===== config.mk =====
export PLATFORM = sky130hd
export DESIGN_NAME = ab_logic_stream
export DESIGN_NICKNAME = d
export VERILOG_FILES = /design/src/rtl/ab_logic_stream.sv
export SDC_FILE = /design/constraint.sdc
export NUM_CORES = 1
export LEC_CHECK = 0
export ABC_CLOCK_PERIOD_IN_PS = 3950
export BUFFER_PORTS_ARGS = -buffer_cell sky130_fd_sc_hd__buf_2
export CORE_MARGIN = 8
export CORE_UTILIZATION = 33
export DETAILED_ROUTE_END_ITERATION = 8
export GPL_ROUTABILITY_DRIVEN = 0
export SLEW_MARGIN = 20
export SYNTH_ARGS = -nofsm -noshare
export SYNTH_HDL_FRONTEND = slang
export SYNTH_SLANG_ARGS = --single-unit

===== constraint.sdc =====
create_clock -name clk -period 3.95 [get_ports clk]
set_clock_uncertainty 0.15 [all_clocks]
set_input_delay 0.9875 -clock clk [delete_from_list [all_inputs] [get_ports clk]]
set_output_delay 0.9875 -clock clk [all_outputs]
set_load 0.01 [all_outputs]

===== src/rtl/ab_logic_stream.sv =====
// Two-stage elastic bitwise logic unit (x|~y, x&~y, ~(x^y), x^y) with popcount of the result.
// Optional AB_STATS_EN adds a saturating output-handshake counter with synchronous clear.
module ab_logic_stream #(
    parameter int WIDTH = 8,
    parameter int CNT_W = 16,
    localparam int ONES_W = $clog2(WIDTH + 1)
) (
    input  logic              clk,
    input  logic              areset,
    input  logic              in_valid,
    output logic              in_ready,
    input  logic [WIDTH-1:0]  in_x,
    input  logic [WIDTH-1:0]  in_y,
    input  logic [1:0]        in_op,
    output logic              out_valid,
    input  logic              out_ready,
    output logic [WIDTH-1:0]  out_z,
    output logic [ONES_W-1:0] out_ones
`ifdef AB_STATS_EN
    ,
    input  logic              stats_clr,
    output logic [CNT_W-1:0]  stats_cnt
`endif
);

    logic             s1_valid, s2_valid;
    logic             s1_en, s2_en;
    logic [WIDTH-1:0] s1_z, f_z;
    logic [ONES_W-1:0] ones_nxt;

    // in_ready follows out_ready combinationally so a full pipe still moves one beat per cycle
    assign s2_en     = !s2_valid || out_ready;
    assign s1_en     = !s1_valid || s2_en;
    assign in_ready  = s1_en;
    assign out_valid = s2_valid;

    always_comb begin
        f_z = '0;
        case (in_op)
            2'b00:   f_z = in_x | ~in_y;
            2'b01:   f_z = in_x & ~in_y;
            2'b10:   f_z = ~(in_x ^ in_y);
            default: f_z = in_x ^ in_y;
        endcase
    end

    always_comb begin
        ones_nxt = '0;
        for (int i = 0; i < WIDTH; i++)
            ones_nxt = ones_nxt + ONES_W'(s1_z[i]);
    end

    always_ff @(posedge clk or posedge areset) begin
        if (areset) begin
            s1_valid <= 1'b0;
            s1_z     <= '0;
            s2_valid <= 1'b0;
            out_z    <= '0;
            out_ones <= '0;
        end else begin
            if (s1_en) begin
                s1_valid <= in_valid;
                if (in_valid)
                    s1_z <= f_z;
            end
            if (s2_en) begin
                s2_valid <= s1_valid;
                out_z    <= s1_z;
                out_ones <= ones_nxt;
            end
        end
    end

`ifdef AB_STATS_EN
    always_ff @(posedge clk or posedge areset) begin
        if (areset)
            stats_cnt <= '0;
        else if (stats_clr)
            stats_cnt <= '0;
        else if (out_valid && out_ready && (stats_cnt != {CNT_W{1'b1}}))
            stats_cnt <= stats_cnt + 1'b1;
    end
`else
    logic unused_cnt_w;
    assign unused_cnt_w = ^CNT_W;
`endif

endmodule


# After elaboration in Yosys (flattened, before gate mapping)
# Index checks and enable logic that the tools add are counted.
totals:
  ff_bits: 22
  latchBits: 0
  ramBits: 0
  romBits: 0
  input_bits: 22
  output_inout_bits: 14
  elab_cells: 26
  memories: 0
op_classes:
  addsub: 7
  n_mul: 0
  div: 0
  order_cmp: 0
  n_eq_ne: 2
  shift: 0
  mux: 1
  bitwise_logic: 5
  n_reduce_logical: 6
ops:
  columns: ["op", "n"]
  rows:
  - ["8-bit one-hot mux with 3 select lines", 1]
  - ["4-bit by 1-bit adder with 4-bit output", 4]
  - ["8-bit inverter", 2]
  - ["8-bit bitwise AND", 1]
  - ["8-bit OR", 1]
  - ["8-bit bitwise XOR", 1]
  - ["3-bit by 1-bit adder with 4-bit output", 1]
  - ["2-bit by 1-bit adder with 3-bit output", 1]
  - ["1-bit by 1-bit adder with 2-bit output", 1]
  - ["2-bit by 1-bit == test with 1-bit output (second input constant)", 1]
  - ["2-bit == test (second input constant)", 1]
  - ["1-bit logical NOT", 2]
  - ["2-bit logical NOT", 1]
  - ["1-bit logical OR", 2]
  - ["2-bit AND reduction", 1]

# Logic depth before layout (Yosys ltp)
logic_depth:
  depth_word: 7
  mapped_depth: 10

# Worst setup path before layout
# No wires, ideal clock.
synth_path:
  kind: "reg-to-reg"
  startpoint: "register s1_z[0]"
  endpoint: "register out_ones[2]"
  arrival_ns: 2.634
  required_time_ns: 3.723
  setup_slack_ns: 1.088
  stages_incl_launch_ff: 11
  cell_sequence: "dfrtp_1 -> inv_1 -> fa_1 -> fa_1 -> fa_1 -> inv_1 -> ha_1 -> inv_1 -> fa_1 -> xor2_1 -> a21oi_1"
synth_between:
  elab_chain_len: 7
synth_rtl:
  columns: ["element", "line", "text"]
  rows:
  - ["from (decl)", "28", "logic [WIDTH-1:0] s1_z, f_z;"]
  - ["from (signal assigned)", "64", "s1_z <= f_z;"]
  - ["1-bit by 1-bit adder with 2-bit output", "50", "ones_nxt = ones_nxt + ONES_W'(s1_z[i]);"]
  - ["2-bit by 1-bit adder with 3-bit output", "50", null]
  - ["3-bit by 1-bit adder with 4-bit output", "50", null]
  - ["4-bit by 1-bit adder with 4-bit output (4 in series)", "50", null]
  - ["to (signal assigned)", "69", "out_ones <= ones_nxt;"]
  - ["to (decl)", "18", "output logic [ONES_W-1:0] out_ones"]
# Every way passes these cells.
# A chain may end at the register's enable or synchronous reset.

# Worst setup path after layout
layout_path:
  startpoint: "register s1_z[1]"
  endpoint: "register out_ones[2]"
# The elaborated chain is that of the path after synthesis.

==> summary.txt <==
Startpoint Class: flip-flop
Worst-path maximum fanout: 2
F_max: 0.335 GHz
Initial antenna violation count: 0
Worst-margin pin slew: 832 ps
Final setup fails: 0
Initial Utilization: 34.6%
Clock Path Buffers: 2
Vias in the first global route: 1,155
Area growth from synthesis to layout: 16.2%
CTS resizes: 0
Vias: 1,109
FP Rows: 24
Fill cells: 457
Pre-CTS setup slack: 988 ps
Main synth FF type: dfrtp_1
WL final: 2.90 mm
Sequential cell area: 551 um^2
CTS Sinks: 22
Syn Area/Cell: 9.59 um^2
Run status: finished clean
Post-CTS setup repair buffer count: 0
Num CTS Buffers: 3
Routed len/inst: 12.0 um
Die ar.: 0.00705 mm^2
FFs w/ async S/R, synth: 100%
CP arrival: 2950 ps
Hold Fails Final Rpt: 0
I/O pin count: 36
Peak supply drop: 0.165 mV
CP Capture Type: flip-flop
DR vias/cell: 4.58
Power per cell area: 445 mW/mm^2
Period utilization: 75.5%
Gate Count Post-Synth: 159
Number of flops mapped to enable cells by yosys: 0
Max stage delay on crit path: 510 ps
First-pass GRT wire length: 5.33 mm
Hold_buf cts: 0
# diodes: 0
Design Area, Final: 0.00177 mm^2
Clock slew at reported path FFs: 80 ps
IO buf count: 35
Placed Area: 0.00172 mm^2
Initial drt markers: 25
Yosys cell types: 27
Min Clock Period, post-route: 2980 ps
Remaining DRCs: 0
Grt ovf: 0
Slew Viols, Final: 0
Synth Warn #: 0
Worst R2R Path Depth: 10
Hold Path Class: reg2reg
Chip Width: 84.0 um
Clk_lat worst skew: 260 ps
GRT Resource Usage Total: 8.80%
Synth Register Bits: 22
Die Ht: 84.0 um
Nets@finish: 236
Synthesized Nets: 204
Post-route worst setup slack: 968 ps
CORE AREA: 0.00441 mm^2
CP cell instances: inv_1, fa_1, fa_1, fa_1, inv_1, ha_1, inv_1, fa_1, xor2_1, a21oi_1
H-tree levels: 1
TritonCTS clock tree: yes
WP data required: 3920 ps
Critical Path Slowest Stage Cell: fa_1
CP dominant cell by count: fa_1
Footprint of the multi-input gates: 806 um^2
Mapped cell area: 0.00153 mm^2
Crit path kind: reg2reg
Root buffer cell: clkbuf_8
Setup TNS: 0 ps
DR pass1 iterations: 3
HPWL Detailed: 2.33 mm
Sequential-to-total area share from yosys stat: 36.1%
Largest net degree at the start of global routing: 23
Share of layout cells above drive strength 1: 26.3%
Relative slew slack: 44.5%
RSZ-0062 raised after global routing: false
Hold depth: 1
Max-cap violations: 0
Final ANT Viol Nets: 0
Cell leakage power: 0.935 nW
==> kinds of logic after synthesis <==
group                      synth area share [%]
buffers and inverters                      11.1
AOI/OAI and AO/OA                          13.4
and+or+nand+nor                            11.4
adders and majority gates                  20.8
DFF                                        36.1
muxes                                      6.64
xor gates and xnor gates                  0.574
==> cell usage in the layout (no fill, tap or decap) <==
cell	n
inv_2	1
clkbuf_8	4
xor2_1	1
mux2_2	9
nor2b_1	6
nand2b_1	4
nor2_1	11
o21ai_0	7
nand2_1	1
a211o_1	4
fa_1	4
ha_1	19
dfrtp_1	22
and2_1	4
o22ai_1	1
a31o_1	5
a31oi_1	3
o211ai_1	1
and2_4	1
a21boi_0	1
a21oi_1	10
or3_1	4
nand3b_1	1
buf_2	35
inv_1	31
==> state kept, by name (all words and copies together) (netlist names) <==
signal	cells
s1_valid	1
out_z	8
s1_z	8
out_valid	1
out_ones	4
==> layer usage <==
metal / GRT usage [%] / up-vias / share of wire, %
li1: - / 576 / -
met1: 11.6 / 498 / 52
met2: 13.2 / 30 / 40
met3: 2.73 / 5 / 6.0
met4: 2.83 / 0 / 1.3
met5: 0 / - / 0
==> per-stage QoR <==
step / util, % / total power [mW] / instances / hold WS [ps]
after floorplan: - / 0.536 / 159 / 285
after global placement: 38.9 / 0.627 / 238 / 301
after global routing: 40.1 / 0.874 / 242 / 357
after CTS: 40.1 / 0.803 / 242 / 319
final: 40.1 / 0.788 / 242 / 317
after detailed placement: 38.9 / 0.638 / 238 / 301
==> critical path, delay by kind of cell, from the launching register on <==
kind                     cells  cell delay [ps]
XOR/XNOR                     1              140
buffers and inverters        3              220
flip-flops                   1              380
AO/OA/AOI/OAI                1               80
adder cells (fa/ha/maj)      5             1880
==> cell type report <==
type	instances	area share, %
Clock buffer	4	3.11
Inverter	32	6.78
Multi-Input combinational cell	97	45.5
Sequential cell	22	31.1
Tap cell	52	3.67
Timing Repair Buffer	35	9.89
==> Yosys cell counts, types with 2 or more instances <==
library cell | count | area share (%)
a211o_1 | 4 | 2.3
a21oi_1 | 10 | 3.3
a31o_1 | 5 | 2.9
a31oi_1 | 3 | 1.2
and2_1 | 4 | 1.6
buf_2 | 2 | 0.66
buf_6 | 2 | 1.5
clkbuf_1 | 3 | 0.74
dfrtp_1 | 22 | 36
fa_1 | 4 | 5.3
ha_1 | 19 | 16
inv_1 | 31 | 7.6
mux2_2 | 9 | 6.6
nand2b_1 | 4 | 1.6
nor2_1 | 11 | 2.7
nor2b_1 | 6 | 2.5
o21ai_0 | 7 | 2.3
or3_1 | 4 | 1.6
==> path summary, 6_finish.rpt <==
| path | startpoint | endpoint | slack [ps] |
|---|---|---|---|
| max in group asynchronous | areset | out_z[1] | 2410 |
| setup reg to reg | s1_z[1] | out_ones[2] | 970 |
| min in group asynchronous | areset | out_z[7] | 730 |
| hold / removal | s1_valid | out_valid | 320 |
| setup / recovery | s1_z[1] | out_ones[2] | 970 |
| hold reg to reg | s1_valid | out_valid | 320 |
==> power breakdown <==
part	internal (mW)	switching, mW	leakage [nW]
registers	0.279	0.0287	0.258
logic	0.152	0.167	0.649
clock network	0.0889	0.0730	0.0288
Power figures use the tool's default switching activity.
